File: src/rtl/rle_pkg.sv
// Shared widths, FSM state type and destination word packing for the RLE job controller.
package rle_pkg;

    localparam int unsigned ADDR_W   = 10;
    localparam int unsigned SYM_W    = 8;
    localparam int unsigned CNT_W    = 8;
    localparam int unsigned MEM_W    = 32;
    localparam int unsigned FLUSH_TO = 15;
    localparam int unsigned PAD_W    = MEM_W - SYM_W - CNT_W;

    typedef enum logic [2:0] {
        StIdle,
        StRead,
        StFlush,
        StWait,
        StDone
    } state_e;

    function automatic logic [MEM_W-1:0] pack_dst_word(input logic [CNT_W-1:0] count,
                                                       input logic [SYM_W-1:0] sym);
        return {{PAD_W{1'b0}}, count, sym};
    endfunction

endpackage

File: src/rtl/rle_job_ctrl_if.sv
// Host, source RAM, RLE core and destination RAM signals of the job controller.
interface rle_job_ctrl_if
    import rle_pkg::*;
();

    logic              start;
    logic [ADDR_W-1:0] src_base;
    logic [ADDR_W:0]   src_len;
    logic [ADDR_W-1:0] dst_base;
    logic [ADDR_W:0]   dst_limit;
    logic              busy;
    logic              done;
    logic [ADDR_W:0]   out_len;
    logic              overflow;

    logic [ADDR_W-1:0] src_addr;
    logic              src_rd_en;
    logic [MEM_W-1:0]  src_q;

    logic [SYM_W-1:0]  core_data_in;
    logic              core_valid_in;
    logic              core_flush;
    logic [SYM_W-1:0]  core_data_out;
    logic [CNT_W-1:0]  core_count_out;
    logic              core_valid_out;

    logic [ADDR_W-1:0] dst_addr;
    logic              dst_we;
    logic [MEM_W-1:0]  dst_wdata;

    modport slave (
        input  start, src_base, src_len, dst_base, dst_limit,
        input  src_q, core_data_out, core_count_out, core_valid_out,
        output busy, done, out_len, overflow,
        output src_addr, src_rd_en, core_data_in, core_valid_in, core_flush,
        output dst_addr, dst_we, dst_wdata
    );

    modport master (
        output start, src_base, src_len, dst_base, dst_limit,
        output src_q, core_data_out, core_count_out, core_valid_out,
        input  busy, done, out_len, overflow,
        input  src_addr, src_rd_en, core_data_in, core_valid_in, core_flush,
        input  dst_addr, dst_we, dst_wdata
    );

endinterface

File: src/rtl/rle_wr_pack.sv
// Registers each accepted core run into one destination write, enforcing the word limit.
module rle_wr_pack
    import rle_pkg::*;
(
    input  logic              clk_i,
    input  logic              rst_ni,
    input  logic              clear_i,
    input  logic [ADDR_W-1:0] dst_base_i,
    input  logic [ADDR_W:0]   dst_limit_i,
    input  logic              cap_i,
    input  logic [CNT_W-1:0]  count_i,
    input  logic [SYM_W-1:0]  sym_i,
    output logic [ADDR_W-1:0] dst_addr_o,
    output logic              dst_we_o,
    output logic [MEM_W-1:0]  dst_wdata_o,
    output logic [ADDR_W:0]   wcnt_o,
    output logic              overflow_o
);

    localparam logic [ADDR_W:0] CntOne = (ADDR_W + 1)'(1);

    logic [ADDR_W-1:0] base_q, base_d;
    logic [ADDR_W:0]   limit_q, limit_d;
    logic [ADDR_W:0]   wcnt_q, wcnt_d;
    logic              ovf_q, ovf_d;
    logic              we_q, we_d;
    logic [ADDR_W-1:0] addr_q, addr_d;
    logic [MEM_W-1:0]  wdata_q, wdata_d;

    always_comb begin
        base_d  = base_q;
        limit_d = limit_q;
        wcnt_d  = wcnt_q;
        ovf_d   = ovf_q;
        we_d    = 1'b0;
        addr_d  = addr_q;
        wdata_d = wdata_q;
        if (clear_i) begin
            base_d  = dst_base_i;
            limit_d = dst_limit_i;
            wcnt_d  = '0;
            ovf_d   = 1'b0;
        end else if (cap_i) begin
            // A full buffer drops the run but the job keeps going.
            if (wcnt_q == limit_q) begin
                ovf_d = 1'b1;
            end else begin
                we_d    = 1'b1;
                addr_d  = base_q + wcnt_q[ADDR_W-1:0];
                wdata_d = pack_dst_word(count_i, sym_i);
                wcnt_d  = wcnt_q + CntOne;
            end
        end
    end

    always_ff @(posedge clk_i or negedge rst_ni) begin
        if (!rst_ni) begin
            base_q  <= '0;
            limit_q <= '0;
            wcnt_q  <= '0;
            ovf_q   <= 1'b0;
            we_q    <= 1'b0;
            addr_q  <= '0;
            wdata_q <= '0;
        end else begin
            base_q  <= base_d;
            limit_q <= limit_d;
            wcnt_q  <= wcnt_d;
            ovf_q   <= ovf_d;
            we_q    <= we_d;
            addr_q  <= addr_d;
            wdata_q <= wdata_d;
        end
    end

    assign dst_addr_o  = addr_q;
    assign dst_we_o    = we_q;
    assign dst_wdata_o = wdata_q;
    assign wcnt_o      = wcnt_q;
    assign overflow_o  = ovf_q;

endmodule

File: src/rtl/rle_job_ctrl.sv
// Job sequencer: streams a source buffer through the RLE core, flushes it and stores the runs.
module rle_job_ctrl
    import rle_pkg::*;
#(
    parameter int unsigned FlushTo = FLUSH_TO
) (
    input logic           clk_i,
    input logic           rst_ni,
    rle_job_ctrl_if.slave bus
);

    localparam int unsigned       TcntW    = (FlushTo > 1) ? $clog2(FlushTo) : 1;
    localparam logic [TcntW-1:0]  TcntLast = TcntW'(FlushTo - 1);
    localparam logic [TcntW-1:0]  TcntOne  = TcntW'(1);
    localparam logic [ADDR_W:0]   LenOne   = (ADDR_W + 1)'(1);
    localparam logic [ADDR_W-1:0] AddrOne  = ADDR_W'(1);

    state_e            state_q;
    logic [ADDR_W-1:0] src_addr_q;
    logic [ADDR_W:0]   rem_q;
    logic              rd_en_q;
    logic              vin_q;
    logic              flush_q;
    logic              busy_q;
    logic              done_q;
    logic [TcntW-1:0]  tcnt_q;

    logic              accept;
    logic              cap;
    logic              unused_src_hi;

    assign accept = (state_q == StIdle) && bus.start;
    assign cap    = bus.core_valid_out && (state_q inside {StRead, StFlush, StWait});

    always_ff @(posedge clk_i or negedge rst_ni) begin
        if (!rst_ni) begin
            state_q    <= StIdle;
            src_addr_q <= '0;
            rem_q      <= '0;
            rd_en_q    <= 1'b0;
            vin_q      <= 1'b0;
            flush_q    <= 1'b0;
            busy_q     <= 1'b0;
            done_q     <= 1'b0;
            tcnt_q     <= '0;
        end else begin
            // Read data returns one cycle after the issue, so the strobe trails rd_en.
            vin_q   <= rd_en_q;
            flush_q <= 1'b0;
            done_q  <= 1'b0;
            unique case (state_q)
                StIdle: begin
                    if (bus.start) begin
                        busy_q     <= 1'b1;
                        src_addr_q <= bus.src_base;
                        rem_q      <= bus.src_len;
                        if (bus.src_len == '0) begin
                            state_q <= StDone;
                        end else begin
                            rd_en_q <= 1'b1;
                            state_q <= StRead;
                        end
                    end
                end
                StRead: begin
                    if (rem_q == LenOne) begin
                        rd_en_q <= 1'b0;
                        state_q <= StFlush;
                    end else begin
                        src_addr_q <= src_addr_q + AddrOne;
                        rem_q      <= rem_q - LenOne;
                    end
                end
                StFlush: begin
                    flush_q <= 1'b1;
                    tcnt_q  <= '0;
                    state_q <= StWait;
                end
                StWait: begin
                    // A run emitted alongside the flush pulse predates it; only a later one is final.
                    if ((bus.core_valid_out && !flush_q) || (tcnt_q == TcntLast)) begin
                        state_q <= StDone;
                    end else begin
                        tcnt_q <= tcnt_q + TcntOne;
                    end
                end
                StDone: begin
                    done_q  <= 1'b1;
                    busy_q  <= 1'b0;
                    state_q <= StIdle;
                end
                default: state_q <= StIdle;
            endcase
        end
    end

    rle_wr_pack u_wr_pack (
        .clk_i       (clk_i),
        .rst_ni      (rst_ni),
        .clear_i     (accept),
        .dst_base_i  (bus.dst_base),
        .dst_limit_i (bus.dst_limit),
        .cap_i       (cap),
        .count_i     (bus.core_count_out),
        .sym_i       (bus.core_data_out),
        .dst_addr_o  (bus.dst_addr),
        .dst_we_o    (bus.dst_we),
        .dst_wdata_o (bus.dst_wdata),
        .wcnt_o      (bus.out_len),
        .overflow_o  (bus.overflow)
    );

    assign unused_src_hi     = ^bus.src_q[MEM_W-1:SYM_W];
    assign bus.src_addr      = src_addr_q;
    assign bus.src_rd_en     = rd_en_q;
    assign bus.core_valid_in = vin_q;
    assign bus.core_data_in  = vin_q ? bus.src_q[SYM_W-1:0] : '0;
    assign bus.core_flush    = flush_q;
    assign bus.busy          = busy_q;
    assign bus.done          = done_q;

endmodule
File: src/flat_wrapper.sv
// flat-port wrapper written by rule: the top's interface ports become plain ports
module rle_job_ctrl_flat import rle_pkg::*;
#(
    parameter int unsigned FlushTo = FLUSH_TO
)
  (clk_i, rst_ni, bus_start, bus_src_base, bus_src_len, bus_dst_base, bus_dst_limit, bus_src_q, bus_core_data_out, bus_core_count_out, bus_core_valid_out, bus_busy, bus_done, bus_out_len, bus_overflow, bus_src_addr, bus_src_rd_en, bus_core_data_in, bus_core_valid_in, bus_core_flush, bus_dst_addr, bus_dst_we, bus_dst_wdata);
  rle_job_ctrl_if bus_i ();
  input logic clk_i;
  input logic rst_ni;
  input wire logic [$bits(bus_i.start)-1:0] bus_start;
  input wire logic [$bits(bus_i.src_base)-1:0] bus_src_base;
  input wire logic [$bits(bus_i.src_len)-1:0] bus_src_len;
  input wire logic [$bits(bus_i.dst_base)-1:0] bus_dst_base;
  input wire logic [$bits(bus_i.dst_limit)-1:0] bus_dst_limit;
  input wire logic [$bits(bus_i.src_q)-1:0] bus_src_q;
  input wire logic [$bits(bus_i.core_data_out)-1:0] bus_core_data_out;
  input wire logic [$bits(bus_i.core_count_out)-1:0] bus_core_count_out;
  input wire logic [$bits(bus_i.core_valid_out)-1:0] bus_core_valid_out;
  output wire logic [$bits(bus_i.busy)-1:0] bus_busy;
  output wire logic [$bits(bus_i.done)-1:0] bus_done;
  output wire logic [$bits(bus_i.out_len)-1:0] bus_out_len;
  output wire logic [$bits(bus_i.overflow)-1:0] bus_overflow;
  output wire logic [$bits(bus_i.src_addr)-1:0] bus_src_addr;
  output wire logic [$bits(bus_i.src_rd_en)-1:0] bus_src_rd_en;
  output wire logic [$bits(bus_i.core_data_in)-1:0] bus_core_data_in;
  output wire logic [$bits(bus_i.core_valid_in)-1:0] bus_core_valid_in;
  output wire logic [$bits(bus_i.core_flush)-1:0] bus_core_flush;
  output wire logic [$bits(bus_i.dst_addr)-1:0] bus_dst_addr;
  output wire logic [$bits(bus_i.dst_we)-1:0] bus_dst_we;
  output wire logic [$bits(bus_i.dst_wdata)-1:0] bus_dst_wdata;
  assign bus_i.start = bus_start;
  assign bus_i.src_base = bus_src_base;
  assign bus_i.src_len = bus_src_len;
  assign bus_i.dst_base = bus_dst_base;
  assign bus_i.dst_limit = bus_dst_limit;
  assign bus_i.src_q = bus_src_q;
  assign bus_i.core_data_out = bus_core_data_out;
  assign bus_i.core_count_out = bus_core_count_out;
  assign bus_i.core_valid_out = bus_core_valid_out;
  assign bus_busy = bus_i.busy;
  assign bus_done = bus_i.done;
  assign bus_out_len = bus_i.out_len;
  assign bus_overflow = bus_i.overflow;
  assign bus_src_addr = bus_i.src_addr;
  assign bus_src_rd_en = bus_i.src_rd_en;
  assign bus_core_data_in = bus_i.core_data_in;
  assign bus_core_valid_in = bus_i.core_valid_in;
  assign bus_core_flush = bus_i.core_flush;
  assign bus_dst_addr = bus_i.dst_addr;
  assign bus_dst_we = bus_i.dst_we;
  assign bus_dst_wdata = bus_i.dst_wdata;
  rle_job_ctrl #(.FlushTo(FlushTo)) u_core (.clk_i(clk_i), .rst_ni(rst_ni), .bus(bus_i));
endmodule
File: config.mk
export PLATFORM = sky130hd
export DESIGN_NAME = rle_job_ctrl_flat
export DESIGN_NICKNAME = d
export VERILOG_FILES = /design/src/rtl/rle_pkg.sv /design/src/rtl/rle_job_ctrl_if.sv /design/src/rtl/rle_wr_pack.sv /design/src/rtl/rle_job_ctrl.sv /design/src/flat_wrapper.sv
export SDC_FILE = /design/constraint.sdc
export NUM_CORES = 1
export LEC_CHECK = 0
export BUFFER_PORTS_ARGS = -buffer_cell sky130_fd_sc_hd__buf_2
export CAP_MARGIN = 10
export CORE_MARGIN = 10
export CORE_UTILIZATION = 45
export CTS_CLUSTER_DIAMETER = 100
export DETAILED_ROUTE_END_ITERATION = 8
export HOLD_SLACK_MARGIN = 0.05
export PLACE_DENSITY = 0.71
export SLEW_MARGIN = 20
export SYNTH_ARGS = -nofsm -noshare
export SYNTH_HDL_FRONTEND = slang
export SYNTH_SLANG_ARGS = --single-unit
File: constraint.sdc
create_clock -name clk_i -period 2.2 [get_ports clk_i]
set_clock_uncertainty 0.1 [all_clocks]
set_input_delay 0.33 -clock clk_i [delete_from_list [all_inputs] [get_ports clk_i]]
set_output_delay 0.33 -clock clk_i [all_outputs]
set_load 0.1 [all_outputs]
==> results.cfg, run 1 <==
[run_status]
outcome = finished clean

[worst_setup_path]
max_stage_delay_ns = 0.52
cp-end-kind = flip-flop
crit_path_start = u_core.u_wr_pack.wcnt_o[0]
path_cells = ha_4, fa_1, a31o_2, a31oi_1, xnor2_1, mux2_2
r2r_slack_ns = 0.07
crit_type = reg -> reg
required_ns = 2.36
cpLargestDelayFamily = adder cells
path_max_fanout = 3
cp.arrival_ns = 2.29
worst-path-buf-inv = 0
startpoint_type = flip-flop
crit_path_top_delay_cell = dfrtp_4
endpoint = u_core.u_wr_pack.dst_addr_o[6]
reg2reg_to = u_core.u_wr_pack.dst_addr_o[6]
cp.depth = 6
r2r_start = u_core.u_wr_pack.wcnt_o[0]
r2r_cells = 6

[placement]
pre_cts_slack_ns = 0.0666
io_buffers = 131
dp.cells = 777
hpwl_um = 9570
gp_congestion = 0.858

[global_routing]
grt_pass1_wl_um = 21200
overflow = 0
first_global_vias = 4290
grt_max_degree = 45
grt_use_total_pct = 15.9
antenna_found_initial = 0

[clock_network]
clkLatencyLatePin_ns = 0.37
cts_tree = yes
cts_setup_buffers = 0
clockRootBuffer = clkbuf_8
clkSinkCount = 93
cts_max_path_buffers = 2
cts_max_level = 3
numCtsBuffers = 9
path_clk_slew_ns = 0.10

[cells_and_area]
multi_input_area_sq_um = 2440
antennaDiodeCount = 0
drive_above_1_share_pct = 34.2
nFillCells = 942
ff_latch_area_sq_um = 2350
final_net_count = 774
instances_no_fill = 809
area_growth_pct = 24.0
utilization_pct = 57.0

[die]
core_sq_um = 10800
fp.dieH_um = 125
rows = 38
dieArea_sq_um = 15700
initial_core_util_pct = 46.0
die_w_um = 125
ioPinCount = 172

[logic_synthesis]
avgSynthCellArea_sq_um = 9.71
synthTopCellsByCount = nand2_1 (94), dfrtp_1 (93), o21ai_0 (30)
synth_cell_types = 62
synth_most_common_cell = nand2_1
syn_inst = 513
synthesis.area_sq_um = 4980
ys_seq_area_share_pct = 46.7
ys_ff_latch = 93
synth-edff-count = 0
synth-main-ff-cell = dfrtp_1
synth_top_cell_area_share_pct = 46.7
ys_warn_count = 0
synth_area_leader_cell = dfrtp_1
synth_area_leaders = dfrtp_1 (47%), nand2_1 (7.1%), mux2_2 (6.1%)
synth-async-reset-ratio_pct = 100

[sta]
tightest_slew_ns = 0.696
worst_slew_margin_rel_pct = 53.5
drv_slew = 0
fin_ws_ns = 0.0722
hold_violations = 0
period_share_pct = 96.7
clock.fmax_mhz = 470
rsz0062_at_grt = no
layout_min_cycle_time_ns = 2.13
setup_viol = 0

[flow_run]
max-cap-violations = 0

[routing]
wirelength_um = 12600
top_layer_used = met4
met1_length_um = 5370
routedWlPerCell_um = 15.6
via_per_inst = 5.26
dr_wl_met2_um = 6420
dr.first_iter.drc_count = 281
vias = 4253
drt.antenna.violating_nets = 0
met3_length_um = 683
remaining_drc_errors = 0
first_pass_iters = 5

[min_path]
min_path_type = in -> reg
[logic make-up (layout without fill, tap and decap cells)]
family	count (synthesis)	after routing	share of synthesized area (%)
AOI/OAI and AO/OA	97	97	12.0
xor gates and xnor gates	19	19	3.34
adders and majority gates	16	16	4.17
buffers and inverters	50	191	6.08
DFF	93	93	46.7
muxes	34	34	7.51
other	1	16	0.0753
and+or+nand+nor	203	203	20.1
[area by class of cell]
class / count / share of cell area, %
Tap cell: 140 / 2.84
Inverter: 12 / 0.810
Multi-Input combinational cell: 385 / 39.4
Clock buffer: 9 / 2.00
Clock inverter: 7 / 1.34
Timing Repair Buffer: 163 / 15.6
Sequential cell: 93 / 38.0
[worst min-delay path by stage]
stage | from | to | slack [ns] | cells after the start
4_1_cts | bus_dst_limit[10] | u_core.u_wr_pack.limit_q[10] | 0.05 | 3
3_3_place_gp | rst_ni | u_core.u_wr_pack.limit_q[10] | 0.20 | 1
2_1_floorplan | rst_ni | u_core.bus.busy | -0.07 | 0
6_report | bus_dst_limit[8] | u_core.u_wr_pack.limit_q[8] | 0.06 | 3
3_5_place_dp | rst_ni | u_core.u_wr_pack.limit_q[10] | 0.20 | 1
5_1_grt | bus_dst_base[8] | u_core.u_wr_pack.base_q[8] | 0.06 | 3
[stage by stage]
| stage | hold slack, ns | setup TNS, ns | instance area, sq um |
|---|---|---|---|
| finish | 0.0624 | 0 | 6180 |
| global route | 0.0585 | 0 | 6180 |
| CTS | 0.0514 | 0 | 6160 |
| detailed placement | 0.203 | 0 | 5810 |
| global placement | 0.201 | 0 | 5810 |
| floorplan | -0.0656 | -0.0403 | 5080 |
[registers in the layout (all words and copies together) (netlist names)]
name,count
u_core.bus.done,1
u_core.bus.core_valid_in,1
u_core.state_q,3
u_core.u_wr_pack.wcnt_o,11
u_core.tcnt_q,4
u_core.bus.src_rd_en,1
u_core.u_wr_pack.overflow_o,1
u_core.bus.core_flush,1
u_core.rem_q,11
u_core.u_wr_pack.limit_q,11
u_core.u_wr_pack.dst_we_o,1
u_core.u_wr_pack.dst_addr_o,10
u_core.bus.src_addr,10
u_core.bus.busy,1
u_core.u_wr_pack.dst_wdata_o,16
u_core.u_wr_pack.base_q,10
[layout by cell type (no fill, tap or decap), types with 9 or more instances in the layout]
cell,instances
buf_2,130
nand2_1,94
dfrtp_1,79
o21ai_0,30
a21oi_1,28
mux2_2,27
nor2_1,26
xnor2_1,18
nand3_1,18
conb_1,16
dlygate4sd3_1,16
buf_4,15
ha_1,14
dfrtp_2,13
inv_1,11
clkbuf_8,9
[per-layer routing]
| metal | global-route usage [%] | vias up |
|---|---|---|
| li1 | - | 2067 |
| met1 | 19.2 | 2043 |
| met2 | 27.3 | 125 |
| met3 | 4.22 | 18 |
| met4 | 4.67 | 0 |
| met5 | 0 | - |
[repair_timing]
item	4_1_cts	5_1_grt
endpoints found under the hold margin	43	2
hold buffers	14	2
endpoints found under the setup margin	0	2
gates resized for setup	0	1
[worst min-delay path, cell delays in order]
cell,delay [ns]
buf_2,0.08
nand2_1,0.04
nand2_1,0.05
Power of run 1 is left out: the tool's default activity adds up to more than one toggle a clock period on the data nets, which glitch-free logic cannot reach.
==> run 2: changes to the inputs <==
CTS_CLUSTER_DIAMETER = 150   (was 100)
SYNTH_HIERARCHICAL = 1   (was default)
==> run 2 against run 1 <==
  * Via count is 0.35% higher
  * First-iteration DRC count is 2.5% higher
  * Critical path depth is 2 higher
  * Synthesized cell count is 5.5% lower
  * Critical path type unchanged
  * Sequential share of layout area is 1.8 points lower
  * Sequential cell count stayed put
  * Area after synthesis is 2.4% higher
  * Register-to-register slack hardly changed
==> results.cfg, run 2 <==
[logic_synthesis]
synth-async-reset-ratio_pct = 100
synthesis.area_sq_um = 5100
syn_inst = 485
synthTopCellsByCount = dfrtp_1 (93), a21oi_1 (32), nor2_1 (32)
ys_warn_count = 6
synth-main-ff-cell = dfrtp_1
synth_most_common_cell = dfrtp_1
ys_ff_latch = 93
avgSynthCellArea_sq_um = 10.5
synth_cell_types = 62
synth-edff-count = 0
ys_seq_area_share_pct = 45.6
synth_area_leaders = dfrtp_1 (46%), mux2_2 (4.9%), mux2_1 (4.4%)
synth_area_leader_cell = dfrtp_1
synth_top_cell_area_share_pct = 45.6

[worst_setup_path]
max_stage_delay_ns = 0.45
crit_path_start = u_core/u_wr_pack/wcnt_o[0]
r2r_start = u_core/u_wr_pack/wcnt_o[0]
cp-end-kind = flip-flop
cp.depth = 8
required_ns = 2.35
crit_type = reg -> reg
path_max_fanout = 3
worst-path-buf-inv = 1
r2r_cells = 8
cp.arrival_ns = 2.29
path_cells = ha_4, inv_1, fa_1, nand2b_4, a21oi_2, o2111ai_1, and3b_1, o31ai_1
startpoint_type = flip-flop
crit_path_top_delay_cell = dfrtp_4
cpLargestDelayFamily = adder cells

[global_routing]
antenna_found_initial = 0
first_global_vias = 4244
overflow = 0
grt_pass1_wl_um = 21600
grt_use_total_pct = 16.2
grt_max_degree = 45

[placement]
dp.cells = 758
hpwl_um = 9950
gp_congestion = 0.824
io_buffers = 131

[sta]
drv_slew = 0
layout_min_cycle_time_ns = 2.14
setup_viol = 0
hold_violations = 0
tightest_slew_ns = 0.579
worst_slew_margin_rel_pct = 61.4
clock.fmax_mhz = 467
period_share_pct = 97.3

[run_status]
outcome = finished clean

[clock_network]
clockRootBuffer = clkbuf_16
clkSinkCount = 93
numCtsBuffers = 9
cts_max_level = 3
clkLatencyLatePin_ns = 0.34
cts_max_path_buffers = 2
path_clk_slew_ns = 0.06
cts_tree = yes

[routing]
via_per_inst = 5.47
dr.first_iter.drc_count = 288
wirelength_um = 13400
remaining_drc_errors = 0
vias = 4268
drt.antenna.violating_nets = 0
first_pass_iters = 5
routedWlPerCell_um = 17.2

[die]
core_sq_um = 11000
ioPinCount = 172
fp.dieH_um = 126
dieArea_sq_um = 16000
initial_core_util_pct = 46.5
rows = 38
die_w_um = 126

[min_path]
min_path_type = in -> reg
hp-start = bus_core_count_out[1]
holdPathStages = 2

[cells_and_area]
largest_register_ffs = 16
final_common_cell = buf_2
layout_common_cells = buf_2 (130), dfrtp_1 (82), nor2_1 (31)
drive_above_1_share_pct = 39.2
instances_no_fill = 780
final_net_count = 745
area_growth_pct = 27.0
utilization_pct = 59.0
antennaDiodeCount = 0

[flow_run]
max-cap-violations = 0
## run 2: cell types whose count changed after synthesis, sizes merged, moves of 6 or more
cell,previous run,this run
nand2,94,18
o21ai,35,14
mux2,27,42
o31ai,1,11
o22a,0,9
or4,0,7
a2bb2oi,1,7
o221a,0,6
## run 2: timing repair
action / CTS / global route
endpoints found under the setup margin: 7 / 55
hold buffers: 1 / 0
gates resized for setup: 2 / 14
pin swaps: 0 / 2
gates cloned: 0 / 2
hold endpoints to repair: 17 / 0
buffers inserted: 0 / 3
## run 2: stage by stage
step / hold WS, ns / area [sq um] / setup WS, ns / setup TNS, ns
2_1_floorplan: -0.0656 / 5210 / -0.0339 / -0.0339
3_3_place_gp: 0.136 / 6050 / 0.0133 / 0
3_5_place_dp: 0.133 / 6050 / -0.0398 / -0.0647
4_1_cts: 0.0906 / 6330 / 0.00161 / 0
5_1_grt: 0.0970 / 6480 / -0.00875 / -0.0108
6_report: 0.103 / 6480 / 0.0599 / 0
## run 2: worst reg2reg max path: cells and delay by family, from the launching register on
family                     cells  cell delay (ns)
DFF                            1             0.45
adders and majority gates      2             0.54
AOI/OAI and AO/OA              3             0.53
and+or+nand+nor                2             0.39
buffers and inverters          1             0.04
## run 2: worst paths after layout
kind | slack (ns) | endpoint
min in group asynchronous | 0.34 | u_core/rem_q[8]
worst min-delay path | 0.10 | u_core/u_wr_pack/dst_wdata_o[9]
worst max register to register | 0.06 | u_core/u_wr_pack/dst_addr_o[8]
max in group asynchronous | 1.09 | u_core/u_wr_pack/wcnt_o[1]
worst min register to register | 0.33 | u_core/bus.core_valid_in
worst max-delay path | 0.06 | u_core/u_wr_pack/dst_addr_o[8]
## run 2: area by class of cell
class	instances	area [sq um]
flip-flops and latches	93	2350
multi-input cells	354	2640
clock inverters	7	41.3
fillers	922	4500
clock buffers	9	225
repair buffers	162	995
well taps	140	175
inverters	15	56.3
## run 2: cells by family (layout without fill, tap and decap cells)
logic type               Yosys count  in the layout  share of synthesized area, %
other                              1             16                        0.0735
adder cells (fa/ha/maj)           16             16                          4.07
flip-flops                        93             93                          45.6
buffers and inverters             53            193                          5.57
XOR/XNOR                          17             17                          2.92
AND/OR/NAND/NOR                  148            148                          15.9
multiplexers                      45             45                          9.86
AO/OA/AOI/OAI                    112            112                          16.0
## run 2: layer usage
layer	wire [um]	GRT usage, %	up-vias	share of wire, %
met5	0	0	-	0
met2	6270	25.0	167	47
met4	228	6.16	0	1.7
met1	5730	20.5	2017	43
met3	1190	5.75	22	8.9
li1	-	-	2062	-
Power of run 2 is left out for the same reason.
